<file path="config.mk">
export PLATFORM = sky130hd
export DESIGN_NAME = retire_tracker
export DESIGN_NICKNAME = d
export VERILOG_FILES = /design/src/rtl/retire_tracker.sv
export SDC_FILE = /design/constraint.sdc
export NUM_CORES = 2
export LEC_CHECK = 0
export CORE_MARGIN = 10
export CORE_UTILIZATION = 59
export CTS_CLUSTER_SIZE = 24
export DETAILED_ROUTE_END_ITERATION = 10
export GPL_TIMING_DRIVEN = 0
export PLACE_DENSITY = 0.81
export REMOVE_ABC_BUFFERS = 1
export SYNTH_ARGS = -nofsm -noshare
export SYNTH_HDL_FRONTEND = slang
export SYNTH_SLANG_ARGS = --single-unit
</file>
<file path="constraint.sdc">
create_clock -name clk -period 31.1 [get_ports clk]
set_clock_uncertainty 0.2 [all_clocks]
set_input_delay 7.775 -clock clk [delete_from_list [all_inputs] [get_ports clk]]
set_output_delay 7.775 -clock clk [all_outputs]
set_load 0.03 [all_outputs]
</file>
<file path="src/rtl/retire_tracker.sv">
// retire_tracker
//   Collects up to NRET retirements per cycle from writeback, drops stall
//   replays (same order number as the previous accepted retirement), checks
//   that accepted order numbers are consecutive, and queues the accepted
//   records in a DEPTH-entry FIFO for a ready/valid consumer.
//
// Ports
//   clk, rst              single clock, synchronous active-high reset
//   i_valid[NRET]         per-channel retire valid
//   i_order[NRET][64]     per-channel instruction order number
//   i_inst[NRET][32]      per-channel instruction word
//   i_pc_rdata[NRET][32]  per-channel PC
//   i_pc_wdata[NRET][32]  per-channel next PC
//   o_valid / i_ready     head-of-FIFO handshake
//   o_order, o_inst, o_pc_rdata, o_pc_wdata   head record (don't-care when !o_valid)
//   o_order_err           sticky: an accepted order was not last+1
//   o_overflow            sticky: an accepted record did not fit in the FIFO
//   o_retire_count        accepted retirements (wraps at 64 bits)
//   o_dup_count           discarded duplicates (saturates)
module retire_tracker #(
    parameter int NRET  = 1,
    parameter int DEPTH = 8
) (
    input  logic                  clk,
    input  logic                  rst,
    input  logic [NRET-1:0]       i_valid,
    input  logic [NRET-1:0][63:0] i_order,
    input  logic [NRET-1:0][31:0] i_inst,
    input  logic [NRET-1:0][31:0] i_pc_rdata,
    input  logic [NRET-1:0][31:0] i_pc_wdata,
    output logic                  o_valid,
    input  logic                  i_ready,
    output logic [63:0]           o_order,
    output logic [31:0]           o_inst,
    output logic [31:0]           o_pc_rdata,
    output logic [31:0]           o_pc_wdata,
    output logic                  o_order_err,
    output logic                  o_overflow,
    output logic [63:0]           o_retire_count,
    output logic [31:0]           o_dup_count
);

    localparam int AW = $clog2(DEPTH);
    localparam int CW = AW + 1;   // occupancy needs to reach DEPTH itself

    typedef struct packed {
        logic [63:0] order;
        logic [31:0] inst;
        logic [31:0] pc_rdata;
        logic [31:0] pc_wdata;
    } rec_t;

    rec_t mem [DEPTH];

    logic [63:0]   last_order;
    logic [63:0]   exp_order;
    logic [AW-1:0] rptr;
    logic [AW-1:0] wptr;
    logic [CW-1:0] count;

    // per-cycle results of walking the channels in index order
    logic [63:0]           lo_nxt;
    logic [63:0]           eo_nxt;
    logic                  seq_err;
    logic                  drop;
    logic [CW-1:0]         n_acc;
    logic [CW-1:0]         n_dup;
    logic [CW-1:0]         n_push;
    logic [CW-1:0]         free;
    logic                  pop;
    logic [NRET-1:0]       wen;
    logic [NRET-1:0][AW-1:0] waddr;
    logic [32:0]           dup_sum;

    assign o_valid    = (count != '0);
    assign pop        = o_valid && i_ready;
    assign o_order    = mem[rptr].order;
    assign o_inst     = mem[rptr].inst;
    assign o_pc_rdata = mem[rptr].pc_rdata;
    assign o_pc_wdata = mem[rptr].pc_wdata;

    always_comb begin
        lo_nxt  = last_order;
        eo_nxt  = exp_order;
        seq_err = 1'b0;
        drop    = 1'b0;
        n_acc   = '0;
        n_dup   = '0;
        n_push  = '0;
        wen     = '0;
        waddr   = '0;
        // a same-cycle pop frees its slot for this cycle's pushes
        free    = CW'(DEPTH) - count + CW'(pop);
        for (int c = 0; c < NRET; c++) begin
            if (i_valid[c]) begin
                if (i_order[c] != lo_nxt) begin
                    lo_nxt = i_order[c];
                    if (i_order[c] != eo_nxt) seq_err = 1'b1;
                    eo_nxt = i_order[c] + 64'd1;
                    n_acc  = n_acc + CW'(1);
                    // lower-index channels claim slots first; the rest drop
                    if (n_push < free) begin
                        wen[c]   = 1'b1;
                        waddr[c] = wptr + AW'(n_push);
                        n_push   = n_push + CW'(1);
                    end else begin
                        drop = 1'b1;
                    end
                end else begin
                    n_dup = n_dup + CW'(1);
                end
            end
        end
        dup_sum = {1'b0, o_dup_count} + 33'(n_dup);
    end

    // storage has no reset: contents are only observed behind count
    always_ff @(posedge clk) begin
        if (!rst) begin
            for (int c = 0; c < NRET; c++) begin
                if (wen[c]) begin
                    mem[waddr[c]] <= '{order:    i_order[c],
                                       inst:     i_inst[c],
                                       pc_rdata: i_pc_rdata[c],
                                       pc_wdata: i_pc_wdata[c]};
                end
            end
        end
    end

    always_ff @(posedge clk) begin
        if (rst) begin
            last_order     <= '1;
            exp_order      <= '0;
            rptr           <= '0;
            wptr           <= '0;
            count          <= '0;
            o_order_err    <= 1'b0;
            o_overflow     <= 1'b0;
            o_retire_count <= '0;
            o_dup_count    <= '0;
        end else begin
            last_order     <= lo_nxt;
            exp_order      <= eo_nxt;
            wptr           <= wptr + AW'(n_push);
            if (pop) rptr  <= rptr + AW'(1);
            count          <= count + n_push - CW'(pop);
            o_order_err    <= o_order_err | seq_err;
            o_overflow     <= o_overflow | drop;
            o_retire_count <= o_retire_count + 64'(n_acc);
            o_dup_count    <= dup_sum[32] ? '1 : dup_sum[31:0];
        end
    end

endmodule
</file>
==> results by group <==
Synth
  • Synth Area in Adders: 0.003643
  • Ys Warns: 0
  • Synth Area in Simple Gates: 0.04955
  • Most used flip-flop cell after synthesis: edfxtp_1
  • Number of synthesized flops with an enable pin: 1280
  • Post-synthesis mux area share: 0.1500
  • Xor and xnor area share after synthesis: 0.03709
  • Synthesized instance count: 3375
  • Ys async rst share: 0
  • Seq cells post-synth: 1519
  • Syn_area_per_cell: 17.91 µm²
  • Largest family of logic cells by synthesized area: multiplexers
  • Cell variety after synth: 59
  • Synth Area in Compound Gates: 0.02759
  • Netlist Area Pre-Place: 60450 µm²
  • Register area share after synthesis: 0.7150

Global routing
  • First-pass GRT wire length: 224400 µm
  • Vias in the first global route: 34520
  • GRT overflow: 0
  • Pin count of the biggest net entering global routing: 98
  • Total Routing Usage GR: 0.2559
  • Initial antenna violation count: 26

Power
  • Power, Total: 5.500 mW
  • Register share of total power: 0.432
  • Sw frac: 0.2765
  • Clock share of power: 0.328
  • Internal: 3.979 mW
  • Power Density: 75.36 nW/µm²
  • Net Switching: 1.521 mW
  • Leakage power: 23.31 nW
  • Worst ir drop on vdd: 0.00005115 V
  • Logic gate share of total power: 0.241

STA
  • F_max: 69.78 MHz
  • Final critical-path setup slack: 16.77 ns
  • Total Neg Setup Slack: 0 ns
  • Slew HR: 0.1204
  • Worst Tran Pin Value: 1.319 ns
  • Final setup vio count: 0
  • RSZ-0062 raised after global routing: no
  • Minimum clock period: 14.33 ns
  • Max Slew Vio Count: 0
  • Hold Vio Cnt, Final: 0
  • Final worst-path cycle share: 0.4608

Placement
  • DP Wirelength: 93690 µm
  • Dpl ws: 16.34 ns
  • Gpl congestion: 0.8233
  • Port bufs: 422

Setup path
  • Crit path kind: input pin to register
  • Crit path buf inv count: 2
  • Reg-to-Reg Start: last_order[4]$_SDFFE_PP1N_
  • Max stage delay on crit path: 1.10 ns
  • CP Data Required Time: 31.55 ns
  • Critical path capture point type: register
  • Delay-heaviest family, CP: simple AND/OR/NAND/NOR gates
  • Critical Path Fanout Max: 59
  • Worst R2R Setup Slack: 24.45 ns
  • Slowest cell on crit path: nand2_1
  • Worst r2r path cells: 13
  • WP data arrival: 14.78 ns
  • Crit start category: input pin
  • Top cell by count, worst path: nand4_1
  • Worst-path cell chain: clkdlybuf4s50_1, xnor2_1, nand4_1, nor4_1, nand4_1, nand2_1, inv_2, ha_1, ha_1, and2_1, and3_1, nor4b_2, nand4_1, mux2_2
  • Capturing point of the worst reg2reg path: o_retire_count[44]$_SDFF_PP0_

Clock network
  • CTS tree: done
  • CTS Buf Count: 152
  • Reg clk slew, reported paths: 0.06 ns
  • Post-CTS Setup Inserts: 0
  • Hold_buf cts: 0
  • Clk root buf: clkbuf_16
  • CTS sink cnt: 1519
  • Max clock buf depth: 3
  • # resized after CTS: 0
  • H-tree depth: 4
  • Skew-Pair Late Insertion Delay: 0.77 ns

Job
  • MaxCap Viol Count: 0

Worst hold path
  • Hold depth: 1
  • Hold EP: o_overflow$_SDFF_PP0_
  • HP Class: register to register
  • Hold path startpoint: o_overflow$_SDFF_PP0_

Layout
  • Layout area overhead: 20.73%
  • Layout cells sized above 1: 0.2351
  • Fillers: 5914
  • Total Nets Final: 4116
  • Final core utilization: 0.7173

Routing
  • Vias post-DR: 33810
  • Drc violations: 0
  • First drt pass iteration count: 5
  • 1st-iter DRT viols: 3610
  • Vias per cell: 6.225
  • DRT Wirelength: 148400 µm
  • Final antenna-violating net count: 0
  • Routed len/inst: 27.33 µm

Floorplan
  • Die area: 115700 µm²
  • Die Width: 340.1 µm
  • Starting Density: 0.5941
  • Die Span Y: 340.1 µm
  • Core area: 101700 µm²
  • Rows: 117
  • # IOs: 423

Status
  • Status: complete, no violations
==> power by group through the flow <==
stage	clock network, mW	logic, mW	registers, mW
6_report	1.80	1.32	2.38
5_1_grt	1.90	1.40	2.38
4_1_cts	1.83	1.34	2.38
3_5_place_dp	0	1.32	2.41
3_3_place_gp	0	1.53	2.66
2_1_floorplan	0	1.00	2.54
==> per-layer routing <==
layer / vias up / track usage / routed length (µm)
li1: 14590 / - / -
met1: 17390 / 0.3369 / 56740
met2: 1540 / 0.4198 / 73770
met3: 255 / 0.07003 / 13950
met4: 36 / 0.07108 / 3772
met5: - / 0 / 215
==> cell type report <==
type / instances / area, µm² / area share
diodes: 7 / 17.52 / 0.0002400
inverters: 37 / 141.4 / 0.001937
clock buffers: 186 / 4015 / 0.05501
well taps: 1368 / 1712 / 0.02345
multi-input cells: 1590 / 16230 / 0.2224
flip-flops and latches: 1519 / 43230 / 0.5924
repair buffers: 635 / 6751 / 0.09251
clock inverters: 90 / 878.3 / 0.01203
==> cells in the final DEF, fill, tap and decap left out, types with 100 or more instances in the layout <==
cell type and instances:
mux2_2 165, nand3_1 161, dfxtp_1 236, a21oi_1 109
buf_6 120, clkbuf_16 155, xor2_1 100, clkdlybuf4s50_1 420
edfxtp_1 1280, mux4_2 320, xnor2_1 156
==> synth_stat cells, types with 3 or more instances <==
cell	n	area share
mux4_2	320	0.12
nor2_1	81	0.0050
a31o_2	5	0.00072
ha_1	16	0.0033
nor4b_1	3	0.00043
xor2_1	100	0.014
nor2b_1	11	0.0011
nor4_1	34	0.0035
o31ai_1	8	0.00099
o21ai_0	76	0.0063
buf_2	21	0.0017
nand2_1	59	0.0037
or3_1	12	0.0012
or4_1	11	0.0014
a21oi_1	109	0.0090
mux2_2	165	0.031
dfxtp_1	239	0.079
or2_2	3	0.00031
o211ai_1	15	0.0019
and2_1	8	0.00083
nand4_1	67	0.0069
inv_1	35	0.0022
and3_1	21	0.0022
a211oi_1	59	0.0073
buf_1	48	0.0030
edfxtp_1	1280	0.64
clkbuf_1	158	0.0098
nand3_1	161	0.013
and4_1	18	0.0026
nor3_1	40	0.0033
xnor2_1	156	0.023
==> stage by stage <==
stage | instances | hold WS [ns] | instance area, µm²
2_1_floorplan | 3146 | 0.2467 | 59550
3_3_place_gp | 4936 | 0.2495 | 65490
3_5_place_dp | 5149 | 0.2651 | 68070
4_1_cts | 5425 | 0.2787 | 72970
5_1_grt | 5430 | 0.3031 | 72980
6_report | 5432 | 0.2836 | 72980
==> flip-flops by register name, indices dropped and copies added (netlist names), named ones only <==
signal and cells:
exp_order 64, rptr 3, o_retire_count 64, last_order 64, o_overflow 1, mem 1280
o_dup_count 32, o_order_err 1, wptr 3, count 4
==> worst max path at each step <==
stage | from | to | slack (ns) | depth (start not counted)
global route | i_order[4] | o_dup_count[17]$_SDFF_PP0_ | 16.58 | 13
CTS | i_order[4] | o_retire_count[44]$_SDFF_PP0_ | 17.11 | 14
finish | i_order[4] | o_retire_count[44]$_SDFF_PP0_ | 16.77 | 14
detailed placement | i_order[4] | o_retire_count[44]$_SDFF_PP0_ | 16.34 | 14
global placement | i_order[54] | mem[0][44]$_DFFE_PP_ | -18.14 | 8
floorplan | i_order[6] | mem[0][0]$_DFFE_PP_ | 2.73 | 7
==> cell families after synthesis <==
family | count (synthesis)
multiplexers | 485
flip-flops | 1519
buffers and inverters | 266
AND/OR/NAND/NOR | 550
adder cells (fa/ha/maj) | 17
AO/OA/AOI/OAI | 282
XOR/XNOR | 256
Power figures use the tool's default switching activity.
